### src/rtl/contador_param.sv
// contador_param: WIDTH-bit timeout/sequence counter placed next to the FSM blocks.
//
// Features: count enable, synchronous clear, free-run or start-triggered one-shot mode,
// wrap or saturate at the terminal value, a registered one-cycle terminal pulse and a
// registered count >= max flag.
//
// Optional down counting is compiled in with the macro CONTADOR_DOWN_EN. This adds the
// i_up_down input. Without the macro the counter counts up only.
//
// Parameters
//   WIDTH     width of the counter, of i_max_number and of o_count (>= 1)
//   SATURATE  0: wrap at the terminal value; 1: hold at the terminal value (free-run only)
//
// Ports
//   i_clock            rising-edge clock
//   i_reset            asynchronous reset, active low
//   i_enable           a count step is allowed this cycle
//   i_up_down          1: count up, 0: count down (only with CONTADOR_DOWN_EN)
//   i_clear            synchronous clear, active high
//   i_one_shot         0: free-run; 1: one-shot, triggered by i_start
//   i_start            one-shot trigger, sampled only in IDLE or DONE
//   i_max_number       terminal value, registered every cycle
//   o_count            current count (registered)
//   o_bigger_than_max  o_count >= registered max (registered, aligned with o_count)
//   o_terminal         one-cycle pulse when the count reaches its terminal value
//   o_busy             1 while the one-shot FSM is in RUN
module contador_param #(
  parameter int unsigned WIDTH    = 3,
  parameter bit          SATURATE = 1'b0
) (
  input  logic             i_clock,
  input  logic             i_reset,
  input  logic             i_enable,
`ifdef CONTADOR_DOWN_EN
  input  logic             i_up_down,
`endif
  input  logic             i_clear,
  input  logic             i_one_shot,
  input  logic             i_start,
  input  logic [WIDTH-1:0] i_max_number,
  output logic [WIDTH-1:0] o_count,
  output logic             o_bigger_than_max,
  output logic             o_terminal,
  output logic             o_busy
);

  typedef enum logic [1:0] {StIdle, StRun, StDone} state_e;

  state_e             r_state, w_state_d;
  logic [WIDTH-1:0]   r_count, w_count_d;
  logic [WIDTH-1:0]   r_max_q;
  logic               r_terminal, w_terminal_d;
  logic               r_bigger, w_bigger_d;
  // Set while a saturating free-run counter sits at its terminal value after the pulse.
  logic               r_sat, w_sat_d;

  logic               w_up;
  logic               w_max_chg;
  logic [WIDTH-1:0]   w_term_val;
  logic [WIDTH-1:0]   w_wrap_val;
  logic [WIDTH-1:0]   w_start_val;
  logic [WIDTH-1:0]   w_step_val;
  logic               w_at_term;

`ifdef CONTADOR_DOWN_EN
  assign w_up = i_up_down;
`else
  assign w_up = 1'b1;
`endif

  assign w_max_chg = (i_max_number != r_max_q);

  // Up: run 0 -> max and stop or wrap at max. Down: run max -> 0 and stop or wrap at 0.
  always_comb begin
    w_term_val  = r_max_q;
    w_wrap_val  = '0;
    w_start_val = '0;
    w_step_val  = r_count + WIDTH'(1);
    if (!w_up) begin
      w_term_val  = '0;
      w_wrap_val  = r_max_q;
      w_start_val = r_max_q;
      w_step_val  = r_count - WIDTH'(1);
    end
  end

  assign w_at_term = (r_count == w_term_val);

  // Priority: clear > max change > start > enable step.
  always_comb begin
    w_state_d    = r_state;
    w_count_d    = r_count;
    w_terminal_d = 1'b0;
    w_sat_d      = 1'b0;
    if (i_clear) begin
      w_count_d = '0;
      w_state_d = StIdle;
    end else if (w_max_chg) begin
      // Restart: an up counter starts again from 0, a down counter from the new max.
      w_count_d = w_up ? '0 : i_max_number;
      w_state_d = StIdle;
    end else if (!i_one_shot) begin
      w_state_d = StIdle;
      if (i_enable) begin
        if (w_at_term) begin
          if (SATURATE) begin
            // Pulse once on the first enabled cycle at the terminal value, then hold quietly.
            w_count_d    = r_count;
            w_terminal_d = ~r_sat;
            w_sat_d      = 1'b1;
          end else begin
            w_count_d    = w_wrap_val;
            w_terminal_d = 1'b1;
          end
        end else begin
          w_count_d = w_step_val;
        end
      end else begin
        w_sat_d = r_sat;
      end
    end else begin
      unique case (r_state)
        StIdle, StDone: begin
          if (i_start) begin
            w_count_d = w_start_val;
            // A start value that is already terminal (max = 0) finishes at once.
            if (w_start_val == w_term_val) begin
              w_state_d    = StDone;
              w_terminal_d = 1'b1;
            end else begin
              w_state_d = StRun;
            end
          end
        end
        StRun: begin
          if (i_enable) begin
            w_count_d = w_step_val;
            if (w_step_val == w_term_val) begin
              w_state_d    = StDone;
              w_terminal_d = 1'b1;
            end
          end
        end
        default: begin
          w_state_d = StIdle;
        end
      endcase
    end
  end

  // Compare against the max value that is registered on the same edge as the new count.
  assign w_bigger_d = (w_count_d >= i_max_number);

  always_ff @(posedge i_clock or negedge i_reset) begin
    if (!i_reset) begin
      r_state    <= StIdle;
      r_count    <= '0;
      r_max_q    <= '0;
      r_terminal <= 1'b0;
      r_bigger   <= 1'b0;
      r_sat      <= 1'b0;
    end else begin
      r_state    <= w_state_d;
      r_count    <= w_count_d;
      r_max_q    <= i_max_number;
      r_terminal <= w_terminal_d;
      r_bigger   <= w_bigger_d;
      r_sat      <= w_sat_d;
    end
  end

  assign o_count           = r_count;
  assign o_bigger_than_max = r_bigger;
  assign o_terminal        = r_terminal;
  assign o_busy            = (r_state == StRun);

endmodule

### config.mk
export PLATFORM = sky130hd
export DESIGN_NAME = contador_param
export DESIGN_NICKNAME = d
export VERILOG_FILES = /design/src/rtl/contador_param.sv
export SDC_FILE = /design/constraint.sdc
export NUM_CORES = 1
export LEC_CHECK = 0
export BUFFER_PORTS_ARGS = -buffer_cell sky130_fd_sc_hd__buf_2
export CAP_MARGIN = 20
export CORE_UTILIZATION = 44
export CTS_CLUSTER_SIZE = 24
export DETAILED_ROUTE_END_ITERATION = 6
export HOLD_SLACK_MARGIN = 0.12
export PLACE_DENSITY = 0.74
export SYNTH_ARGS = -nofsm -noshare
export SYNTH_HDL_FRONTEND = slang
export SYNTH_SLANG_ARGS = --single-unit
### constraint.sdc
create_clock -name i_clock -period 3 [get_ports i_clock]
set_clock_uncertainty 0.2 [all_clocks]
set_input_delay 0.15 -clock i_clock [delete_from_list [all_inputs] [get_ports i_clock]]
set_output_delay 0.15 -clock i_clock [all_outputs]
set_load 0.03 [all_outputs]
After elaboration in Yosys (flattened, before gate mapping). Cells that the tools add are included. W data, S select, Z words.

Word-level logic and storage cells: 45. Input bits: 9. Output and inout port bits: 6. Bits in registers: 10.

Add/subtract/negate cells: 1. Muxes and demuxes: 26. $lt $le $gt $ge: 1. Eq/ne operators: 8. Reductions and logical operators: 4.

Operators with widths (count): $mux W3 (7); $mux W2 (7); $mux W1 (9); $eq A3 B3 Y1 (2); $pmux W3 S2 (1); $ne A5 B3 Y1 const B (1); $ne A5 B4 Y1 const B (1); $ne A5 B5 Y1 const B (1); $pmux W2 S2 (1); $add A3 B1 Y3 const B (1); $ge A3 B3 Y1 (1); $logic_not A3 Y1 (1); $ne A3 B3 Y1 (1); $reduce_and A3 Y1 (1); $eq A2 B1 Y1 const B (1); $eq A2 B2 Y1 const B (1); $logic_not A2 Y1 (1); $pmux W1 S2 (1); $reduce_or A2 Y1 (1).

Depth between registers and ports, before layout. Gate-level depths: netlist (run 1).

Depth after elaboration: 8. Depth in mapped cells: 9. Mapped depth without buffers: 9.

Worst setup path before layout (run 1). No wires, ideal clock.

Path kind: register to register. Start point: reg r_count[0], in the netlist o_count[0]. End point: reg r_bigger, in the netlist o_bigger_than_max. Path buffers: 0. Data arrival time: 2080 ps. Stages on the path, launching flop included: 8. Required time: 2682 ps. Clock period less this slack: 2398 ps. Setup slack: 602 ps. Setup time: 118 ps. Cells stage by stage: dfrtp_1 > xor2_1 > o41ai_4 > o21ai_1 > a31o_1 > ha_1 > a21o_1 > a21o_1.

Longest elaborated chain between the ends: 7. Elaborated cells on any way between the ends: 11. Classes of those cells: add/sub: 1; order compare: 1; eq/ne: 1; mux: 8.

RTL lines: from (decl) (RTL line 50) `logic [WIDTH-1:0] r_count, w_count_d;`; from (signal assigned) (RTL line 164) `r_count <= w_count_d;`; $add A3 B1 Y3 or $eq A3 B3 Y1 (tied branches) (RTL line 78, 87); $mux W3, on equally long branches (RTL line 136, 105); $pmux W3 S2 or $mux W3 (tied branches) (RTL line 122, 104); $mux W3 * (RTL line 102) `end else if (!i_one_shot) begin`; $mux W3 * (RTL line 98) `end else if (w_max_chg) begin`; $mux W3 * (RTL line 95) `if (i_clear) begin`; named net w_count_d[1] (RTL line 50); $ge A3 B3 Y1 * (RTL line 152) `assign w_bigger_d = (w_count_d >= i_max_number);`; named net w_bigger_d (RTL line 53) `logic r_bigger, w_bigger_d;`; to (signal assigned) (RTL line 167) `r_bigger <= w_bigger_d;`; to (decl) (RTL line 53).

Mark *: on every way through the listed nets, which the timed path passes. The rest lies on a longest branch. A chain may end at the register's enable or synchronous reset.

Final worst setup path (run 1).
Start point: in i_max_number[2]. End point: reg r_bigger, in the netlist o_bigger_than_max.

Longest elaborated chain between the ends: 4.

RTL lines: from (decl) (RTL line 40) `input logic [WIDTH-1:0] i_max_number,`; $ne A3 B3 Y1 (RTL line 71) `assign w_max_chg = (i_max_number != r_max_q);`; $mux W3 (RTL line 98); $mux W3 (RTL line 95); $ge A3 B3 Y1 * (RTL line 152); named net w_bigger_d (RTL line 53).

Marks and branches as above.

==> results of run 1 <==
[layout by cell type, fill, tap and decap left out, drive strengths merged, types with 2 or more instances in the layout]
master,count
dlygate4sd3,8
a21o,3
nand2b,3
clkbuf,4
a21oi,7
nand4,2
nor3,2
ha,4
nor2b,2
inv,5
nand2,4
buf,14
dfrtp,10
or2,2
nor2,2
xor2,6
[worst max path at each step]
stage,endpoint,slack (ps),cells past startpoint
global route,o_bigger_than_max,290,10
floorplan,o_bigger_than_max,600,7
detailed placement,o_bigger_than_max,560,8
CTS,o_bigger_than_max,460,10
finish,o_bigger_than_max,440,10
global placement,o_bigger_than_max,610,7
[cell families after synthesis]
kind of cell	after synthesis	synth area share, %
AND/OR/NAND/NOR	20	18.4
AO/OA/AOI/OAI	17	19.2
flip-flops	10	36.8
XOR/XNOR	8	12.3
buffers and inverters	5	2.76
adder cells (fa/ha/maj)	4	7.37
multiplexers	2	3.13
[stage by stage]
step                      hold WS, ps  instance area, sq um  setup slack [ps]  util, %
final                             132                   885               437     64.7
after detailed placement         -185                   768               560     56.2
after global placement           -185                   768               607     56.2
after CTS                         132                   885               455     64.7
after floorplan                  -346                   679               602        -
after global routing              153                   885               289     64.7
[power groups by stage]
| stage | Sequential (uW) | Clock (uW) | Combinational, uW |
|---|---|---|---|
| final | 142 | 117 | 53.8 |
| after detailed placement | 144 | 0 | 45.8 |
| after global routing | 142 | 130 | 59.6 |
| after floorplan | 146 | 0 | 27.0 |
| after CTS | 142 | 120 | 53.4 |
| after global placement | 144 | 0 | 45.4 |
[state kept, by name, indices dropped and copies added, names as in the netlist]
name / cells
o_terminal: 1
r_max_q: 3
o_bigger_than_max: 1
r_state: 2
o_count: 3
[worst max-delay path, cell delays in order]
cell           delay, ps
dlygate4sd3_1        530
buf_2                140
xor2_1               170
nor4_4               380
o221ai_1             220
a21o_1               200
ha_1                 260
nand2b_1             140
a21o_1               170
a21o_1               170
[timing repair]
item                                   4_1_cts  5_1_grt
endpoints found under the hold margin       20        0
setup buffers                                0        0
hold buffers                                 8        0
[area by class of cell]
cell class,instances,area share [%]
well taps,15,2.12
multi-input cells,51,46.4
repair buffers,22,17.0
flip-flops and latches,10,28.3
inverters,5,2.12
clock buffers,4,4.10
[metal layers]
metal  track usage [%]  part of all wire (%)  routed length (um)  vias to the layer above
met5                 0                     0                   0                        -
met4              7.26                  0.36                   5                        0
met3              3.19                   3.5                  49                        2
met2              35.9                    49                 678                       11
met1              25.7                    47                 654                      267
li1                  -                     -                   -                      287
==> summary.txt, run 1 <==
Detailed routing
  – Final antenna-violating net count: 0
  – Routed wire per std cell: 13.0 um
  – Vias per cell: 5.30
  – DRT iter0 DRCs: 6
  – Initial DRT Pass Iterations: 4
  – Vias post-DR: 567
  – DRC viols: 0
  – DRT Wirelength: 1.39 mm

Clock network
  – Clock Path Buffers: 2
  – CTS root buf: clkbuf_4
  – Post-CTS Resized: 0
  – CTS buffer count: 3
  – Worst-skew pair later-pin latency: 260 ps
  – Sink Count: 10
  – CTS tree: done
  – Clk pin slew, worst setup/hold paths: 60 ps
  – H-tree lvl count: 1

Yosys
  – Sequential-to-total area share from yosys stat: 36.8%
  – Post-synth EDFFs: 0
  – Top cells by area, synth: dfrtp_1, xor2_1, ha_1
  – Biggest area consumer among synthesized cells: dfrtp_1
  – Synth warn: 0
  – Post-Synthesis Cell Area: 679 sq um
  – Fraction of registers with async set/reset: 100%
  – Syn avg cell area: 10.3 sq um
  – Synth Flop Type: dfrtp_1
  – Synth Register Bits: 10
  – Yosys cell types: 27
  – Top-area cell type share of the netlist area: 36.8%
  – Top cells by count, synth: dfrtp_1, a21oi_1, xor2_1, inv_1
  – Mapped Nets: 79
  – Cells after synthesis: 66
  – Cell with the most instances after synthesis: dfrtp_1

Layout
  – Nets: 106
  – Layout cells sized above 1: 25.0%
  – FILL cells: 113
  – Multi-input gate area: 410 sq um
  – Sequential cell area: 250 sq um
  – Fin cells: 107
  – # diodes: 0
  – Post-synthesis to final-layout area growth: 30.2%

Timing
  – Setup-failing EPs final: 0
  – Final Hold Viols: 0
  – F_max: 0.390 GHz
  – Worst Tran Pin Value: 437 ps
  – Setup tns final: 0 ps
  – Fin crit share: 85.4%
  – Min Tclk post-route: 2560 ps
  – RSZ-0062 raised after global routing: no
  – Slew Limit Fails: 0
  – Slew margin rel.: 70.8%

Setup path
  – CP Max Fanout: 6
  – Crit path DAT: 2520 ps
  – Cells on worst reg2reg path: 8
  – Startpoint Class: input pin
  – Setup crit start: i_max_number[2]
  – Reg-to-reg slack, setup: 550 ps
  – CP Capture Type: flop
  – Critical path class: in2reg
  – Reg2reg start: r_max_q[2]
  – Reg-to-reg critical path endpoint: o_bigger_than_max
  – Critical path required time: 2950 ps

Pwr
  – Sw Pwr: 75.7 uW
  – Pwr Density: 353 nW/um^2
  – Max VDD drop: 0.282 mV
  – Comb power frac: 17.2%
  – Overall power: 312 uW
  – P_leak: 0.000457 uW
  – Cell internal pwr: 236 uW
  – Part of the power in registers: 45.4%
  – Clk pwr share: 37.4%
  – Switching Share: 24.3%

Flow run
  – Max-cap viol count: 0

Die
  – Core Footprint: 1370 sq um
  – Row cnt: 13
  – Die W: 41.3 um
  – Starting Density: 49.7%
  – Die height: 41.3 um
  – Die Area: 1710 sq um
  – I/O pins: 15

GRT
  – Total gr overflow: 0
  – Vias in the first global route: 506
  – Antenna violations before repair: 0
  – GRT Total Usage: 20.6%
  – Global-route wire length before repair: 2.17 mm
  – Largest net degree at the start of global routing: 11

Placed design
  – Global placer's final weighted congestion: 0.823
  – IO buf count: 14
  – Cell count after placement: 95
  – DP Wirelength: 1.07 mm

Min path
  – Hold path start: i_start
  – HP Class: in2reg
  – Hold EP: r_state[1]
  – Hold Crit Depth: 4

Run status
  – Status: complete, no violations
No activity file was read; power rests on OpenSTA's default activity.
==> inputs of run 2 (changes only) <==
- CORE_UTILIZATION: 44 -> 51
- PLACE_DENSITY: 0.74 -> 0.83
==> run 2 against run 1 <==
Maximum frequency is 6.3% lower. Final cell count unchanged. First-iteration DRC count up 120%. Power is 0.27% higher. Largest power group unchanged.
==> summary.txt, run 2 (synthesized netlist as in run 1, its figures left out) <==
Die
  – Starting Density: 58.0% (+8.3 points)
  – Row cnt: 12 (-1)
  – Die Area: 1480 sq um (-13%)
  – I/O pins: 15 (unchanged)
  – Die height: 38.5 um (-6.8%)
  – Die W: 38.5 um (-6.8%)
  – Core Footprint: 1170 sq um (-14%)

Layout
  – Sequential cell area: 250 sq um (unchanged)
  – Multi-input gate area: 410 sq um (unchanged)
  – Post-synthesis to final-layout area growth: 31.5%
  – # diodes: 0 (unchanged)
  – Nets: 107 (+0.94%)
  – FILL cells: 80 (-29%)
  – Layout cells sized above 1: 24.7% (-0.27 points)
  – Most common cell after layout, fill and taps aside: buf_2
  – Most frequent cells in the layout: buf_2, dfrtp_1, dlygate4sd3_1, a21oi_1, xor2_1
  – Final core utilization: 76.3% (+12 points)

Min path
  – Hold path start: i_start
  – HP Class: in2reg
  – Hold EP: o_count[0]
  – Hold Crit Depth: 4 (unchanged)

Setup path
  – Cell repeated most along the worst path: dlygate4sd3_1
  – Crit path DAT: 2730 ps (+210 ps)
  – CP max stage delay: 600 ps (+70 ps)
  – Reg-to-reg critical path endpoint: r_state[0]
  – Reg2reg start: r_max_q[2]
  – CP Capture Type: flop
  – Startpoint Class: input pin
  – Top Family by Delay on Critical Path: buffers and inverters
  – Setup crit start: i_max_number[2]
  – Critical path required time: 3000 ps (+50 ps)
  – Crit-path slowest cell: dlygate4sd3_1
  – Critical path class: in2reg
  – Cells on worst reg2reg path: 6 (-2)
  – Worst Path Buf+Inv: 4 (+2)
  – Crit-path cells: dlygate4sd3_1 > buf_2 > xor2_1 > nor4_4 > nand2_1 > dlygate4sd3_1 > nor2_1 > dlygate4sd3_1
  – Reg-to-reg slack, setup: 370 ps (-180 ps)
  – CP Max Fanout: 6 (unchanged)

GRT
  – Antenna violations before repair: 0 (unchanged)
  – Met1 GRT Util: 32.7% (+7.0 points)
  – Vias in the first global route: 555 (+9.7%)
  – Global routing's busiest layer: met2
  – Global-route wire length before repair: 2.48 mm (+14%)
  – Met2 global-route usage: 41.3% (+5.3 points)
  – GRT Total Usage: 25.4% (+4.8 points)
  – Total gr overflow: 0 (unchanged)
  – GRT met3 Usage: 4.07% (+0.88 points)
  – Largest net degree at the start of global routing: 11 (unchanged)

Placed design
  – Dpl ws: 476 ps (-83.5 ps)
  – Global placer's final weighted congestion: 0.764 (-7.2%)
  – DP Wirelength: 1.11 mm (+3.9%)
  – IO buf count: 14 (unchanged)

Clock network
  – CTS tree: done
  – CTS root buf: clkbuf_4
  – Post-CTS Resized: 0 (unchanged)
  – Worst-skew pair later-pin latency: 250 ps (about the same)
  – Sink Count: 10 (unchanged)
  – Clk pin slew, worst setup/hold paths: 60 ps (about the same)
  – CTS buffer count: 3 (unchanged)
  – Clock Path Buffers: 2 (unchanged)
  – # Post-CTS Setup Buffers: 0 (unchanged)
  – H-tree lvl count: 1 (unchanged)

Timing
  – Worst Slack Setup Final: 265 ps (-172 ps)
  – Final Hold Viols: 0 (unchanged)
  – Slew Limit Fails: 0 (unchanged)
  – Min Tclk post-route: 2740 ps (+172 ps)
  – RSZ-0062 raised after global routing: no
  – F_max: 0.366 GHz (-6.3%)
  – Slew margin rel.: 70.6% (-0.20 points)
  – Setup-failing EPs final: 0 (unchanged)
  – Worst Tran Pin Value: 440 ps (+3.04 ps)
  – Setup tns final: 0 ps (unchanged)
  – Fin crit share: 91.2% (+5.7 points)

Pwr
  – P_leak: 0.000464 uW (+1.5%)
  – Max VDD drop: 0.291 mV (+3.1%)
  – Pwr Density: 350 nW/um^2 (-0.71%)

Detailed routing
  – Initial DRT Pass Iterations: 4 (unchanged)
  – DRC viols: 0 (unchanged)
  – Routed wire per std cell: 13.7 um (+5.5%)
  – DRT Wirelength: 1.46 mm (+5.5%)
  – Final antenna-violating net count: 0 (unchanged)
  – Vias post-DR: 615 (+8.5%)
  – DRT iter0 DRCs: 13 (+7)
  – Vias per cell: 5.75 (+8.5%)

Flow run
  – Max-cap viol count: 0 (unchanged)

Run status
  – Status: complete, no violations
==> run 2: cell types whose count changed in the layout (fill, tap and decap cells not counted) <==
| cell | delta |
|---|---|
| dlygate4sd3_1 | +1 |
==> run 2: worst max-delay path by stage <==
stage / end / cells past startpoint / slack (ps)
floorplan: o_bigger_than_max / 7 / 600
global placement: o_bigger_than_max / 7 / 620
detailed placement: o_bigger_than_max / 8 / 480
CTS: r_state[0] / 8 / 310
global route: r_state[0] / 8 / 200
finish: r_state[0] / 8 / 260
==> run 2: layout make-up <==
type                            count  share of cell area [%]
Sequential cell                    10                    28.0
Tap cell                           14                    1.96
Clock buffer                        4                    4.06
Inverter                            5                    2.10
Timing Repair Buffer               23                    17.9
Multi-Input combinational cell     51                    45.9
==> run 2: worst min-delay path, cell delays in order <==
cell	delay (ps)
buf_2	100
nand2b_1	90
nand2_1	150
a21oi_1	80
==> run 2: repair_timing <==
action | CTS | global route
setup endpoints to repair | 0 | 0
hold buffers | 9 | 0
hold endpoints to repair | 20 | 0
==> run 2: through the flow <==
stage	power, uW	std cells	hold WS (ps)	area (sq um)
floorplan	173	66	-346	679
global placement	189	94	-185	767
detailed placement	190	94	-180	767
CTS	317	107	146	893
global route	330	107	161	893
finish	313	107	149	893
==> run 2: routing by layer <==
| layer | part of all wire (%) | vias up |
|---|---|---|
| li1 | - | 293 |
| met1 | 45 | 297 |
| met2 | 50 | 21 |
| met3 | 3.2 | 4 |
| met4 | 1.2 | 0 |
| met5 | 0 | - |
==> run 2: report_power, final <==
group	internal [uW]	switching, uW	leakage [uW]	total (uW)
combinational	25.1	29.5	0.000311	54.6
sequential	138	3.44	0.000132	142
clock	73.5	43.3	0.0000210	117
